### src/rtl/prio_pkg.sv
// Shared types and constants for the sequential priority encoder.
// Optional macro PRIO_ROUND_ROBIN_EN (used by prio_encoder_seq) selects rotating priority.
package prio_pkg;

    localparam int DEFAULT_N = 8;

    typedef enum logic {
        EMPTY = 1'b0,
        HOLD  = 1'b1
    } prio_state_e;

endpackage

### src/rtl/prio_encoder_seq_if.sv
// Request/grant bus of the sequential priority encoder; the producer/consumer side is master,
// the encoder is slave. Optional macro PRIO_ROUND_ROBIN_EN does not change this interface.
interface prio_encoder_seq_if
    import prio_pkg::*;
#(
    parameter int N = DEFAULT_N,
    parameter int W = $clog2(N)
);

    logic [N-1:0] req;
    logic         out_ready;
    logic         ovf_clr;
    logic         out_valid;
    logic [W-1:0] out_idx;
    logic [N-1:0] pending;
    logic         ovf;

    modport master (
        output req,
        output out_ready,
        output ovf_clr,
        input  out_valid,
        input  out_idx,
        input  pending,
        input  ovf
    );

    modport slave (
        input  req,
        input  out_ready,
        input  ovf_clr,
        output out_valid,
        output out_idx,
        output pending,
        output ovf
    );

endinterface

### src/rtl/prio_pick.sv
// Combinational search for the first set bit of i_vec, starting at i_start and descending
// with wrap from 0 to N-1. Independent of macro PRIO_ROUND_ROBIN_EN.
module prio_pick
    import prio_pkg::*;
#(
    parameter int N = DEFAULT_N,
    parameter int W = $clog2(N)
) (
    input  logic [N-1:0] i_vec,
    input  logic [W-1:0] i_start,
    output logic [W-1:0] o_idx,
    output logic         o_any
);

    logic [W-1:0] w_probe;

    // The probe walks downward from the start position; the first hit is kept.
    always_comb begin
        o_idx   = '0;
        o_any   = 1'b0;
        w_probe = i_start;
        for (int i = 0; i < N; i++) begin
            if (!o_any && i_vec[w_probe]) begin
                o_idx = w_probe;
                o_any = 1'b1;
            end
            w_probe = (w_probe == '0) ? W'(N - 1) : w_probe - W'(1);
        end
    end

endmodule

### src/rtl/prio_encoder_seq.sv
// Sequential priority encoder: captures requests, presents one index at a time with valid/ready.
// Macro PRIO_ROUND_ROBIN_EN enables rotating priority; otherwise the highest index always wins.
module prio_encoder_seq
    import prio_pkg::*;
#(
    parameter int N = DEFAULT_N,
    parameter int W = $clog2(N)
) (
    input  logic                clk,
    input  logic                rst_n,
    prio_encoder_seq_if.slave   bus
);

    prio_state_e  r_state;
    prio_state_e  w_nextState;
    logic [N-1:0] r_pending;
    logic [N-1:0] w_cand;
    logic [N-1:0] w_winMask;
    logic [W-1:0] r_outIdx;
    logic [W-1:0] w_winIdx;
    logic [W-1:0] w_start;
    logic         w_any;
    logic         w_load;
    logic         w_outValid;
    logic         r_ovf;

    assign w_cand    = r_pending | bus.req;
    assign w_winMask = N'(1) << w_winIdx;
    assign w_load    = w_any && ((r_state == EMPTY) || bus.out_ready);

    prio_pick #(
        .N (N),
        .W (W)
    ) u_pick (
        .i_vec   (w_cand),
        .i_start (w_start),
        .o_idx   (w_winIdx),
        .o_any   (w_any)
    );

`ifdef PRIO_ROUND_ROBIN_EN
    logic [W-1:0] r_ptr;

    // After granting k the next search starts just below k, wrapping to the top.
    always_ff @(posedge clk or negedge rst_n) begin
        if (!rst_n) begin
            r_ptr <= W'(N - 1);
        end else if (w_load) begin
            r_ptr <= (w_winIdx == '0) ? W'(N - 1) : w_winIdx - W'(1);
        end
    end

    assign w_start = r_ptr;
`else
    assign w_start = W'(N - 1);
`endif

    always_ff @(posedge clk or negedge rst_n) begin
        if (!rst_n) begin
            r_state <= EMPTY;
        end else begin
            r_state <= w_nextState;
        end
    end

    always_comb begin
        w_nextState = r_state;
        case (r_state)
            EMPTY: if (w_any) w_nextState = HOLD;
            HOLD:  if (bus.out_ready && !w_any) w_nextState = EMPTY;
        endcase
    end

    always_comb begin
        w_outValid = (r_state == HOLD);
    end

    // Pending always absorbs the candidate set; only a fresh grant removes its own bit.
    always_ff @(posedge clk or negedge rst_n) begin
        if (!rst_n) begin
            r_outIdx  <= '0;
            r_pending <= '0;
        end else if (w_load) begin
            r_outIdx  <= w_winIdx;
            r_pending <= w_cand & ~w_winMask;
        end else begin
            r_pending <= w_cand;
        end
    end

    // A new repeat request outranks a simultaneous clear.
    always_ff @(posedge clk or negedge rst_n) begin
        if (!rst_n) begin
            r_ovf <= 1'b0;
        end else if ((bus.req & r_pending) != '0) begin
            r_ovf <= 1'b1;
        end else if (bus.ovf_clr) begin
            r_ovf <= 1'b0;
        end
    end

    assign bus.out_valid = w_outValid;
    assign bus.out_idx   = r_outIdx;
    assign bus.pending   = r_pending;
    assign bus.ovf       = r_ovf;

endmodule
### src/flat_wrapper.sv
// flat-port wrapper written by rule: the top's interface ports become plain ports
module prio_encoder_seq_flat import prio_pkg::*;
#(
    parameter int N = DEFAULT_N,
    parameter int W = $clog2(N)
)
  (clk, rst_n, bus_req, bus_out_ready, bus_ovf_clr, bus_out_valid, bus_out_idx, bus_pending, bus_ovf);
  prio_encoder_seq_if #(.N(N), .W(W)) bus_i ();
  input  logic clk;
  input  logic rst_n;
  input wire logic [$bits(bus_i.req)-1:0] bus_req;
  input wire logic [$bits(bus_i.out_ready)-1:0] bus_out_ready;
  input wire logic [$bits(bus_i.ovf_clr)-1:0] bus_ovf_clr;
  output wire logic [$bits(bus_i.out_valid)-1:0] bus_out_valid;
  output wire logic [$bits(bus_i.out_idx)-1:0] bus_out_idx;
  output wire logic [$bits(bus_i.pending)-1:0] bus_pending;
  output wire logic [$bits(bus_i.ovf)-1:0] bus_ovf;
  assign bus_i.req = bus_req;
  assign bus_i.out_ready = bus_out_ready;
  assign bus_i.ovf_clr = bus_ovf_clr;
  assign bus_out_valid = bus_i.out_valid;
  assign bus_out_idx = bus_i.out_idx;
  assign bus_pending = bus_i.pending;
  assign bus_ovf = bus_i.ovf;
  prio_encoder_seq #(.N(N), .W(W)) u_core (.clk(clk), .rst_n(rst_n), .bus(bus_i));
endmodule
### config.mk
export PLATFORM = sky130hd
export DESIGN_NAME = prio_encoder_seq_flat
export DESIGN_NICKNAME = d
export VERILOG_FILES = /design/src/rtl/prio_pkg.sv /design/src/rtl/prio_encoder_seq_if.sv /design/src/rtl/prio_pick.sv /design/src/rtl/prio_encoder_seq.sv /design/src/flat_wrapper.sv
export SDC_FILE = /design/constraint.sdc
export NUM_CORES = 1
export LEC_CHECK = 0
export CAP_MARGIN = 20
export CORE_MARGIN = 2
export CORE_UTILIZATION = 35
export DETAILED_ROUTE_END_ITERATION = 8
export SYNTH_ARGS = -nofsm -noshare
export SYNTH_HDL_FRONTEND = slang
export SYNTH_HIERARCHICAL = 1
export SYNTH_SLANG_ARGS = --single-unit
export TNS_END_PERCENT = 50
### constraint.sdc
create_clock -name clk -period 3.75 [get_ports clk]
set_input_delay 0.75 -clock clk [delete_from_list [all_inputs] [get_ports clk]]
set_output_delay 0.75 -clock clk [all_outputs]
set_load 0.01 [all_outputs]
# --- Word level (Yosys, flattened, before mapping) ---
# Cells that the tools add are included.
word_totals:
  regBits: 13
  in_bits: 12
  out_inout_bits: 13
  wordCells: 52
op_classes:
  n_shift: 1
  n_mux: 22
  bitwise: 5
  n_reduce_logical: 20
op_table:
  columns: ["operator", "n"]
  rows:
  - ["$mux W3", 8]
  - ["$and A8 B8 Y8", 2]
  - ["$mux W1", 12]
  - ["$logic_and A1 B1 Y1", 9]
  - ["$logic_not A1 Y1", 8]
  - ["$mux W8", 1]
  - ["$not A8 Y8", 1]
  - ["$or A8 B8 Y8", 1]
  - ["$reduce_bool A8 Y1", 1]
  - ["$shl A1 B3 Y8 const A", 1]
  - ["$pmux W1 S2", 1]
  - ["$reduce_bool A2 Y1", 1]
  - ["$logic_or A1 B1 Y1", 1]
  - ["$not A1 Y1", 1]

# --- Depth between registers and ports, before layout ---
# Gate-level depths: netlist (run 1).
depth:
  ltp_word: 27
  depth_mapped: 21
  depth_no_buf: 18

# --- Modules after synthesis ---
# The synthesis (run 1) kept the hierarchy.
by_module_without_submodules:
  columns: ["module", "instances", "cells_per_inst", "area_each_um2", "seq_area_each_um2"]
  rows:
  - ["prio_pick", 1, 155, 1301.2, 0.0]
  - ["prio_encoder_seq", 1, 50, 594.3, 325.3]

# --- Least setup slack after synthesis (run 1) ---
# OpenSTA, ideal clock, no wires.
synth_timing:
  path_kind: "input-to-reg"
  start: "input port bus_req[5]"
  end: "register u_core.r_outIdx[0], in the netlist u_core/bus.out_idx[0]"
  setup_time_ns: 0.125
  arrival_time_ns: 3.210
  t_required_ns: 3.625
  path_slack_ns: 0.415
  cell_stages: 9
  n_path_buf: 0
  path_cell_list: "or2_2 > mux4_2 > mux2_4 > a211o_1 > a31oi_2 > nor2_1 > or3_1 > mux2_4 > mux2_4"
synth_via:
  elab_cells_between_ends: 25
  classes_between: "12 x mux; 1 x bitwise; 12 x reduce/logical"
synth_rtl:
  columns: ["item", "line", "rtl"]
  rows:
  - ["from (decl)", "flat_wrapper.sv:11", "input wire logic [$bits(bus_i.req)-1:0] bus_req;"]
  - ["$or A8 B8 Y8 *", "prio_encoder_seq.sv:27", "assign w_cand = r_pending | bus.req;"]
  - ["$logic_and A1 B1 Y1 *", "prio_pick.sv:23", "if (!o_any && i_vec[w_probe]) begin"]
  - ["$mux W1", "prio_pick.sv:23", null]
  - ["$logic_not A1 Y1", "prio_pick.sv:23", null]
  - ["$logic_and A1 B1 Y1", "prio_pick.sv:23", null]
  - ["$mux W1", "prio_pick.sv:23", null]
  - ["$logic_not A1 Y1", "prio_pick.sv:23", null]
  - ["$logic_and A1 B1 Y1", "prio_pick.sv:23", null]
  - ["[... 3 more ...]", null, null]
  - ["$mux W1", "prio_pick.sv:23", null]
  - ["$logic_not A1 Y1", "prio_pick.sv:23", null]
  - ["$logic_and A1 B1 Y1", "prio_pick.sv:23", null]
  - ["$mux W1", "prio_pick.sv:23", null]
  - ["$logic_not A1 Y1", "prio_pick.sv:23", null]
  - ["$logic_and A1 B1 Y1", "prio_pick.sv:23", null]
  - ["$mux W3 *", "prio_pick.sv:23", null]
  - ["net u_core.w_winIdx[0]", "prio_encoder_seq.sv:20", "logic [W-1:0] w_winIdx;"]
  - ["to (signal assigned)", "prio_encoder_seq.sv:84", "r_outIdx <= w_winIdx;"]
  - ["to (decl)", "prio_encoder_seq.sv:19", "logic [W-1:0] r_outIdx;"]
# The timed path passes the listed nets; every way through them passes the cells marked *.
# A chain may end at the register's enable or synchronous reset.

# --- Final worst setup path (run 1) ---
layout_timing:
  start: "input port bus_req[5]"
  end: "register u_core.r_outIdx[0], in the netlist u_core/bus.out_idx[0]"
layout_via:
  elab_cells_between_ends: 25
  classes_between: "12 x mux; 1 x bitwise; 12 x reduce/logical"
layout_rtl:
  columns: ["item", "line", "rtl"]
  rows:
  - ["$or A8 B8 Y8 *", "prio_encoder_seq.sv:27", null]
  - ["net u_core.w_cand[5]", "prio_encoder_seq.sv:17", "logic [N-1:0] w_cand;"]
  - ["$logic_and A1 B1 Y1 *", "prio_pick.sv:23", null]
  - ["$mux W1", "prio_pick.sv:23", null]
  - ["$logic_not A1 Y1", "prio_pick.sv:23", null]
  - ["$logic_and A1 B1 Y1", "prio_pick.sv:23", null]
  - ["$mux W1", "prio_pick.sv:23", null]
  - ["$logic_not A1 Y1", "prio_pick.sv:23", null]
  - ["[... 4 more ...]", null, null]
  - ["$mux W1", "prio_pick.sv:23", null]
  - ["$logic_not A1 Y1", "prio_pick.sv:23", null]
  - ["$logic_and A1 B1 Y1", "prio_pick.sv:23", null]
  - ["$mux W1", "prio_pick.sv:23", null]
  - ["$logic_not A1 Y1", "prio_pick.sv:23", null]
  - ["$logic_and A1 B1 Y1", "prio_pick.sv:23", null]
  - ["$mux W3 *", "prio_pick.sv:23", null]
  - ["net u_core.w_winIdx[0]", "prio_encoder_seq.sv:20", null]
# Marks and branches as above.

==> results.json, run 1 <==
{
  "status": "completed",
  "core_area_um2": 5170,
  "clock-skew-final_ns": 0.000920,
  "cts_tree": "yes",
  "crit_path_cell_trace": "clkdlybuf4s50_1 > or2_2 > mux4_2 > mux2_4 > a211o_1 > a31oi_2 > nor2_1 > or3_1 > mux2_4 > mux2_4",
  "dr_total_vias": 1766,
  "layout.cells.most_common_list": "clkdlybuf4s50_1, buf_4, nor2_1",
  "async_flop_share": 1.00,
  "finalCritPeriodShare": 0.941,
  "grt_antenna_before_repair": 0,
  "required_ns": 3.87,
  "yosysSeqAreaShare": 0.172,
  "hold_violations": 0,
  "start_util": 0.366,
  "antenna_cells": 0,
  "viasPerCell": 5.54,
  "avgSynthCellArea_um2": 9.25,
  "clk_latency_ns": 0.23,
  "place_inst": 315,
  "cts.repair_timing.setup_buffer_count": 0,
  "yosys_warnings": 6,
  "crit_top_cell": "mux2_4",
  "grtUsageTotal": 0.179,
  "holdCritPathClass": "flip-flop to flip-flop",
  "synth_largest_area_cell": "dfrtp_1",
  "final_antenna_net_count": 0,
  "setup_ws_ns": 0.222,
  "cap_violations": 0,
  "yosys.area.top_type_share": 0.172,
  "firstDrtPassIters": 4,
  "grt_pass1_wl_um": 8960,
  "worstSetupPathType": "input port to flip-flop",
  "pre_cts_ws_ns": -0.0230,
  "grt_pass1_vias": 1823,
  "htreeDepth": 1,
  "cts_num_sinks": 13,
  "drt_iter0_drc": 83,
  "grt_setup_unrepaired": "false",
  "drv_slew": 0,
  "slowest_delay_ns": 0.46,
  "syn_area_um2": 1900,
  "synthToLayoutAreaGrowth_pct": 25.4,
  "gp_congestion": 0.868,
  "reg2reg_from": "u_core/bus.pending[5]$_DFF_PN0_",
  "finalPower_uw": 635,
  "cts_hold_buf": 0,
  "path_clk_slew_ns": 0.05,
  "pin_count": 25,
  "start_kind": "input port",
  "final_cells": 319,
  "relSlewSlack": 0.604,
  "nNetsFinal": 270,
  "path_delay_family": "multiplexers",
  "grt.overflow.total": 0,
  "wl_per_cell_um": 16.2,
  "worstPathArrival_ns": 3.65,
  "crit_start": "bus_req[5]",
  "synth.distinct_cells": 66,
  "fp.dieArea_um2": 6020,
  "nFillCells": 494,
  "synth_edf_count": 0,
  "worst_slew_pin_slew_ns": 0.592,
  "final_common_cell": "clkdlybuf4s50_1",
  "critPathMaxFanout": 6,
  "endpoint_kind": "flip-flop",
  "cts-root-buf": "clkbuf_8",
  "drive_gt1_frac": 0.269,
  "fin_crit_ns": 3.53,
  "setup_viol": 0,
  "postCtsResizedCells": 0,
  "port_buffers": 24,
  "cp_slowest_cell": "mux4_2",
  "hp-start": "u_core/bus.out_idx[2]$_DFFE_PN0P_",
  "numCtsBuffers": 3,
  "grt_max_degree": 16,
  "fin_util": 0.460,
  "ys_seq_elements": 13,
  "rows": 26,
  "wl_um": 5160,
  "syn_inst": 205,
  "drc_errors": 0,
  "ir_drop_mv": 0.302,
  "fmax_ghz": 0.283,
  "dpl.hpwl_um": 4090,
  "die_w_um": 77.6,
  "seq_area_um2": 325,
  "ys_top_cells_by_area": "dfrtp_1, mux4_2, ha_1",
  "critPathBufInv": 1,
  "cts_max_path_buffers": 2,
  "p_leak_uw": 0.000967,
  "p_per_area_nw_per_um2": 267,
  "fp.dieH_um": 77.6,
  "synth_flop_cell": "dfrtp_1",
  "multi_input_area_um2": 1490
}
per-stage QoR:
stage / hold slack [ns] / setup TNS (ns) / instance area, um2
4_1_cts: 0.490 / 0 / 2380
3_5_place_dp: 0.473 / -0.0393 / 2330
5_1_grt: 0.545 / 0 / 2380
6_report: 0.482 / 0 / 2380
2_1_floorplan: 0.454 / 0 / 1910
3_3_place_gp: 0.479 / -0.0438 / 2330
report_power, final:
part / total, uW / switching [uW] / internal (uW)
Combinational: 352 / 187 / 165
Sequential: 161 / 8.48 / 153
Clock: 122 / 46.9 / 74.8
path summary, 6_finish.rpt:
path	to	slack (ns)	cells past startpoint
max reg2reg	u_core/bus.out_idx[0]$_DFFE_PN0P_	0.74	9
min reg2reg	u_core/bus.out_idx[2]$_DFFE_PN0P_	0.48	1
max	u_core/bus.out_idx[0]$_DFFE_PN0P_	0.22	10
min in group asynchronous	u_core/bus.out_idx[2]$_DFFE_PN0P_	0.89	1
max in group asynchronous	u_core/bus.pending[2]$_DFF_PN0_	2.47	1
min	u_core/bus.out_idx[2]$_DFFE_PN0P_	0.48	1
state kept, by name, summed over array words and instances (netlist names):
| signal | count |
|---|---|
| u_core/bus.out_valid | 1 |
| u_core/bus.pending | 8 |
| u_core/bus.out_idx | 3 |
| u_core/bus.ovf | 1 |
worst reg2reg max path: stages, from the launching register on:
cell and delay [ns]:
dfrtp_1 0.39, or2_2 0.31, mux4_2 0.46, mux2_4 0.29, a211o_1 0.27, a31oi_2 0.16
nor2_1 0.06, or3_1 0.37, mux2_4 0.30, mux2_4 0.28
cells by family after synthesis:
group | synth area share
buffers and inverters | 0.0528
AND/OR/NAND/NOR | 0.253
adder cells (fa/ha/maj) | 0.0528
other | 0.00198
AO/OA/AOI/OAI | 0.255
multiplexers | 0.213
flip-flops | 0.172
routing by layer:
| metal | up-vias | share of wire | track usage |
|---|---|---|---|
| li1 | 879 | - | - |
| met1 | 837 | 0.50 | 0.257 |
| met2 | 44 | 0.47 | 0.293 |
| met3 | 6 | 0.027 | 0.0116 |
| met4 | 0 | 0.011 | 0.0411 |
| met5 | - | 0 | 0 |
cell usage after synthesis, types with 5 or more instances:
master    instances
nand2_1           8
a21oi_1           5
nand3_1           7
mux4_2           10
ha_1              8
o21ai_0           6
dfrtp_1          13
mux2i_1           5
or2_2             7
nor2_1           16
a21boi_1          7
inv_1            11
nor2b_1           5
area by class of cell:
class,instances,area share
Clock buffer,4,0.0189
Inverter,14,0.0232
Sequential cell,13,0.137
Tap cell,70,0.0368
Timing Repair Buffer,42,0.158
Multi-Input combinational cell,176,0.626
Power figures use the tool's default switching activity.
==> inputs of run 2 (changes only) <==
Settings changed: ABC_CLOCK_PERIOD_IN_PS set to 3750, CORE_ASPECT_RATIO set to 0.6.
==> results.json, run 2 (synthesis results as in run 1) <==
{
  "gp_congestion": 0.918,
  "drt_iter0_drc": 275,
  "wl_um": 5680,
  "p_per_area_nw_per_um2": 276,
  "drv_slew": 0,
  "core_area_um2": 5130,
  "endpoint_kind": "flip-flop",
  "cts.repair_timing.setup_buffer_count": 0,
  "cap_violations": 0,
  "dr_wl_met3_um": 603,
  "dpl.hpwl_um": 4640,
  "port_buffers": 24,
  "numCtsBuffers": 3,
  "viasPerCell": 5.91,
  "grt_pass1_wl_um": 9070,
  "fp.dieH_um": 61.0,
  "cts_hold_buf": 0,
  "pin_count": 25,
  "fin_crit_ns": 3.55,
  "final_antenna_net_count": 0,
  "start_util": 0.370,
  "required_ns": 3.92,
  "setup_ws_ns": 0.195,
  "final_common_cell": "clkdlybuf4s50_1",
  "start_kind": "input port",
  "grtUsageTotal": 0.198,
  "cts-root-buf": "clkbuf_8",
  "critPathMaxFanout": 6,
  "worstPathArrival_ns": 3.72,
  "clk_latency_ns": 0.25,
  "drc_errors": 0,
  "largest_reg_flops": 8,
  "grt_pass1_vias": 1650,
  "status": "completed",
  "grt_max_degree": 16,
  "postCtsResizedCells": 0,
  "grt_setup_unrepaired": "false",
  "cts_tree": "yes",
  "die_w_um": 99.0,
  "firstDrtPassIters": 4,
  "htreeDepth": 1,
  "fp.dieArea_um2": 6040,
  "path_clk_slew_ns": 0.06,
  "highest_layer": "met4",
  "route.met2.wl_um": 2170,
  "nNetsFinal": 271,
  "clock-skew-final_ns": 0.00190,
  "worstSetupPathType": "input port to flip-flop",
  "rows": 20,
  "antenna_cells": 0,
  "setup_viol": 0,
  "grt.overflow.total": 0,
  "cts_num_sinks": 13,
  "grt_antenna_before_repair": 0,
  "hold_violations": 0,
  "layout.cells.most_common_list": "clkdlybuf4s50_1, buf_4, nor2_1",
  "cts_max_path_buffers": 2,
  "wl_per_cell_um": 18.0,
  "relSlewSlack": 0.583,
  "m1WireLength_um": 2870,
  "finalCritPeriodShare": 0.948,
  "nFillCells": 481,
  "fin_util": 0.465,
  "p_leak_uw": 0.000972,
  "worst_slew_pin_slew_ns": 0.624,
  "dr_total_vias": 1868,
  "fin_tns_setup_ns": 0,
  "fmax_ghz": 0.281,
  "seq_area_um2": 325,
  "holdCritPathClass": "flip-flop to flip-flop",
  "drive_gt1_frac": 0.276,
  "pre_cts_ws_ns": -0.0303,
  "synthToLayoutAreaGrowth_pct": 25.7,
  "ir_drop_mv": 0.112,
  "multi_input_area_um2": 1490
}
run 2: metal layers:
metal,up-vias,global-route usage
met5,-,0
met4,0,0.0196
met3,4,0.0530
met2,80,0.270
met1,911,0.316
li1,873,-
run 2: worst max-delay path, stage by stage:
cell and delay (ns):
clkdlybuf4s50_1 0.41, or2_2 0.29, mux4_2 0.47, mux2_4 0.29, a211o_1 0.27, a31oi_2 0.16
nor2_1 0.06, or3_1 0.36, mux2_4 0.30, nor2b_1 0.16, a21boi_1 0.18
run 2: report_power, final:
group          internal [uW]  switching [uW]  total [uW]
Clock                   75.3            57.3         133
Combinational            168             195         364
Sequential               153            9.56         162
run 2: stage by stage:
stage	std cells	instance area [um2]	power (uW)	hold WS (ns)
final	316	2380	659	0.510
after global routing	316	2380	700	0.537
after CTS	316	2380	623	0.520
after detailed placement	312	2330	490	0.506
after global placement	312	2330	490	0.459
after floorplan	210	1910	406	0.454
run 2: cell type report:
type / count / area share
clock buffers: 4 / 0.0189
multi-input cells: 176 / 0.626
repair buffers: 43 / 0.161
well taps: 66 / 0.0346
flip-flops and latches: 13 / 0.136
inverters: 14 / 0.0231
run 2: worst paths after layout:
kind                                                   startpoint  slack [ns]  cells after the start                           endpoint
max in group asynchronous                                   rst_n        2.46                      1  u_core/bus.out_idx[1]$_DFFE_PN0P_
min in group asynchronous                                   rst_n        0.89                      1    u_core/bus.pending[4]$_DFF_PN0_
worst max-delay path                                   bus_req[5]        0.20                     11    u_core/bus.pending[5]$_DFF_PN0_
worst max register to register    u_core/bus.pending[5]$_DFF_PN0_        0.71                     10    u_core/bus.pending[5]$_DFF_PN0_
worst min register to register  u_core/bus.out_idx[2]$_DFFE_PN0P_        0.51                      1  u_core/bus.out_idx[2]$_DFFE_PN0P_
worst min-delay path            u_core/bus.out_idx[2]$_DFFE_PN0P_        0.51                      1  u_core/bus.out_idx[2]$_DFFE_PN0P_
==> inputs of run 3 (changes only) <==
Settings changed: CAP_MARGIN 20 to not set, PLACE_DENSITY set to 0.61, TNS_END_PERCENT 50 to not set.
==> results.json, run 3 (synthesis results as in run 1) <==
{
  "cts_hold_buf": 0,
  "fin_tns_setup_ns": 0,
  "drc_errors": 0,
  "holdCritPathClass": "flip-flop to flip-flop",
  "firstDrtPassIters": 5,
  "rows": 20,
  "grt_antenna_before_repair": 0,
  "worstSetupPathType": "input port to flip-flop",
  "endpoint_kind": "flip-flop",
  "largest_reg_flops": 8,
  "cts.repair_timing.setup_buffer_count": 0,
  "cts_num_sinks": 13,
  "wl_um": 5380,
  "grt_pass1_wl_um": 8830,
  "drive_gt1_frac": 0.266,
  "fp.dieH_um": 61.0,
  "reg2reg_from": "u_core/bus.pending[7]$_DFF_PN0_",
  "fin_crit_ns": 3.61,
  "place_area_um2": 2320,
  "layout.cells.most_common_list": "clkdlybuf4s50_1, buf_4, nor2_1",
  "path_clk_slew_ns": 0.06,
  "fp.dieArea_um2": 6040,
  "synthToLayoutAreaGrowth_pct": 24.8,
  "p_leak_uw": 0.000963,
  "cts_tree": "yes",
  "die_w_um": 99.0,
  "final_cells": 314,
  "nNetsFinal": 269,
  "status": "completed",
  "final_cell_area_um2": 2360,
  "grt_pass1_vias": 1633,
  "grt_setup_unrepaired": "false",
  "start_kind": "input port",
  "relSlewSlack": 0.600,
  "drt_iter0_drc": 224,
  "htreeDepth": 1,
  "clock-skew-final_ns": 0.00177,
  "holdPathStages": 1,
  "start_util": 0.370,
  "worst_slew_pin_slew_ns": 0.599,
  "setup_ws_ns": 0.143,
  "wl_per_cell_um": 17.1,
  "place_inst": 310,
  "hold_violations": 0,
  "cts_max_path_buffers": 2,
  "fmax_ghz": 0.277,
  "antenna_cells": 0,
  "worstPathArrival_ns": 3.80,
  "postCtsResizedCells": 0,
  "numCtsBuffers": 3,
  "setup_viol": 0,
  "cap_violations": 0,
  "r2r_setup_slack_ns": 0.65,
  "clk_latency_ns": 0.25,
  "dpl.hpwl_um": 4430,
  "ir_drop_mv": 0.147,
  "grt_max_degree": 16,
  "critPathMaxFanout": 6,
  "finalCritPeriodShare": 0.962,
  "gp_congestion": 0.974,
  "drv_slew": 0,
  "pre_cts_ws_ns": -0.0535,
  "worstHoldEndpoint": "u_core/bus.out_idx[2]$_DFFE_PN0P_",
  "timing.rr.end": "u_core/bus.pending[7]$_DFF_PN0_",
  "cts-root-buf": "clkbuf_8",
  "hp-start": "u_core/bus.out_idx[2]$_DFFE_PN0P_",
  "p_per_area_nw_per_um2": 272,
  "pin_count": 25,
  "multi_input_area_um2": 1490,
  "fin_util": 0.461,
  "dr_total_vias": 1813,
  "core_area_um2": 5130,
  "grtUsageTotal": 0.192,
  "port_buffers": 24,
  "required_ns": 3.94,
  "rr_worst_depth": 12,
  "final_antenna_net_count": 0,
  "seq_area_um2": 325,
  "viasPerCell": 5.77,
  "grt.overflow.total": 0,
  "final_common_cell": "clkdlybuf4s50_1",
  "nFillCells": 493
}
-- run 3: cell type report --
class | instances | area share
tap | 66 | 0.0349
sequential | 13 | 0.138
inverter | 14 | 0.0233
multi-input combinational | 176 | 0.630
clock buffer | 4 | 0.0190
timing repair buffer | 41 | 0.156
-- run 3: power by group --
part	total [uW]	internal (uW)	switching (uW)	leakage (uW)
clock network	128	75.2	52.6	0.0000228
registers	162	153	9.27	0.000129
logic	354	165	189	0.000811
-- run 3: worst max-delay path, stage by stage --
cell and delay, ns:
clkdlybuf4s50_1 0.42, or2_2 0.30, mux4_2 0.48, mux2_4 0.30, a211o_1 0.26, a31oi_2 0.18
nor2_1 0.06, or3_1 0.37, mux2_4 0.31, a31oi_1 0.22, buf_4 0.15
-- run 3: how the worst max path moves through the flow --
stage | slack, ns | end | from
4_1_cts | 0.17 | u_core/bus.pending[7]$_DFF_PN0_ | bus_req[5]
5_1_grt | 0.008 | u_core/bus.pending[7]$_DFF_PN0_ | bus_req[5]
2_1_floorplan | 0.41 | u_core/bus.out_idx[0]$_DFFE_PN0P_ | bus_req[5]
3_3_place_gp | -0.03 | u_core/bus.pending[7]$_DFF_PN0_ | bus_req[7]
3_5_place_dp | -0.05 | u_core/bus.pending[6]$_DFF_PN0_ | bus_req[5]
6_report | 0.14 | u_core/bus.pending[7]$_DFF_PN0_ | bus_req[5]
-- run 3: per-layer routing --
| layer | routed length, um | GRT usage |
|---|---|---|
| met5 | 0 | 0 |
| met3 | 534 | 0.0806 |
| met4 | 12 | 0.0176 |
| met1 | 2940 | 0.311 |
| met2 | 1900 | 0.232 |
-- run 3: per-stage QoR --
step / total power, uW / hold WS (ns)
6_report: 644 / 0.511
5_1_grt: 689 / 0.520
4_1_cts: 614 / 0.518
3_5_place_dp: 484 / 0.505
3_3_place_gp: 487 / 0.463
2_1_floorplan: 406 / 0.454
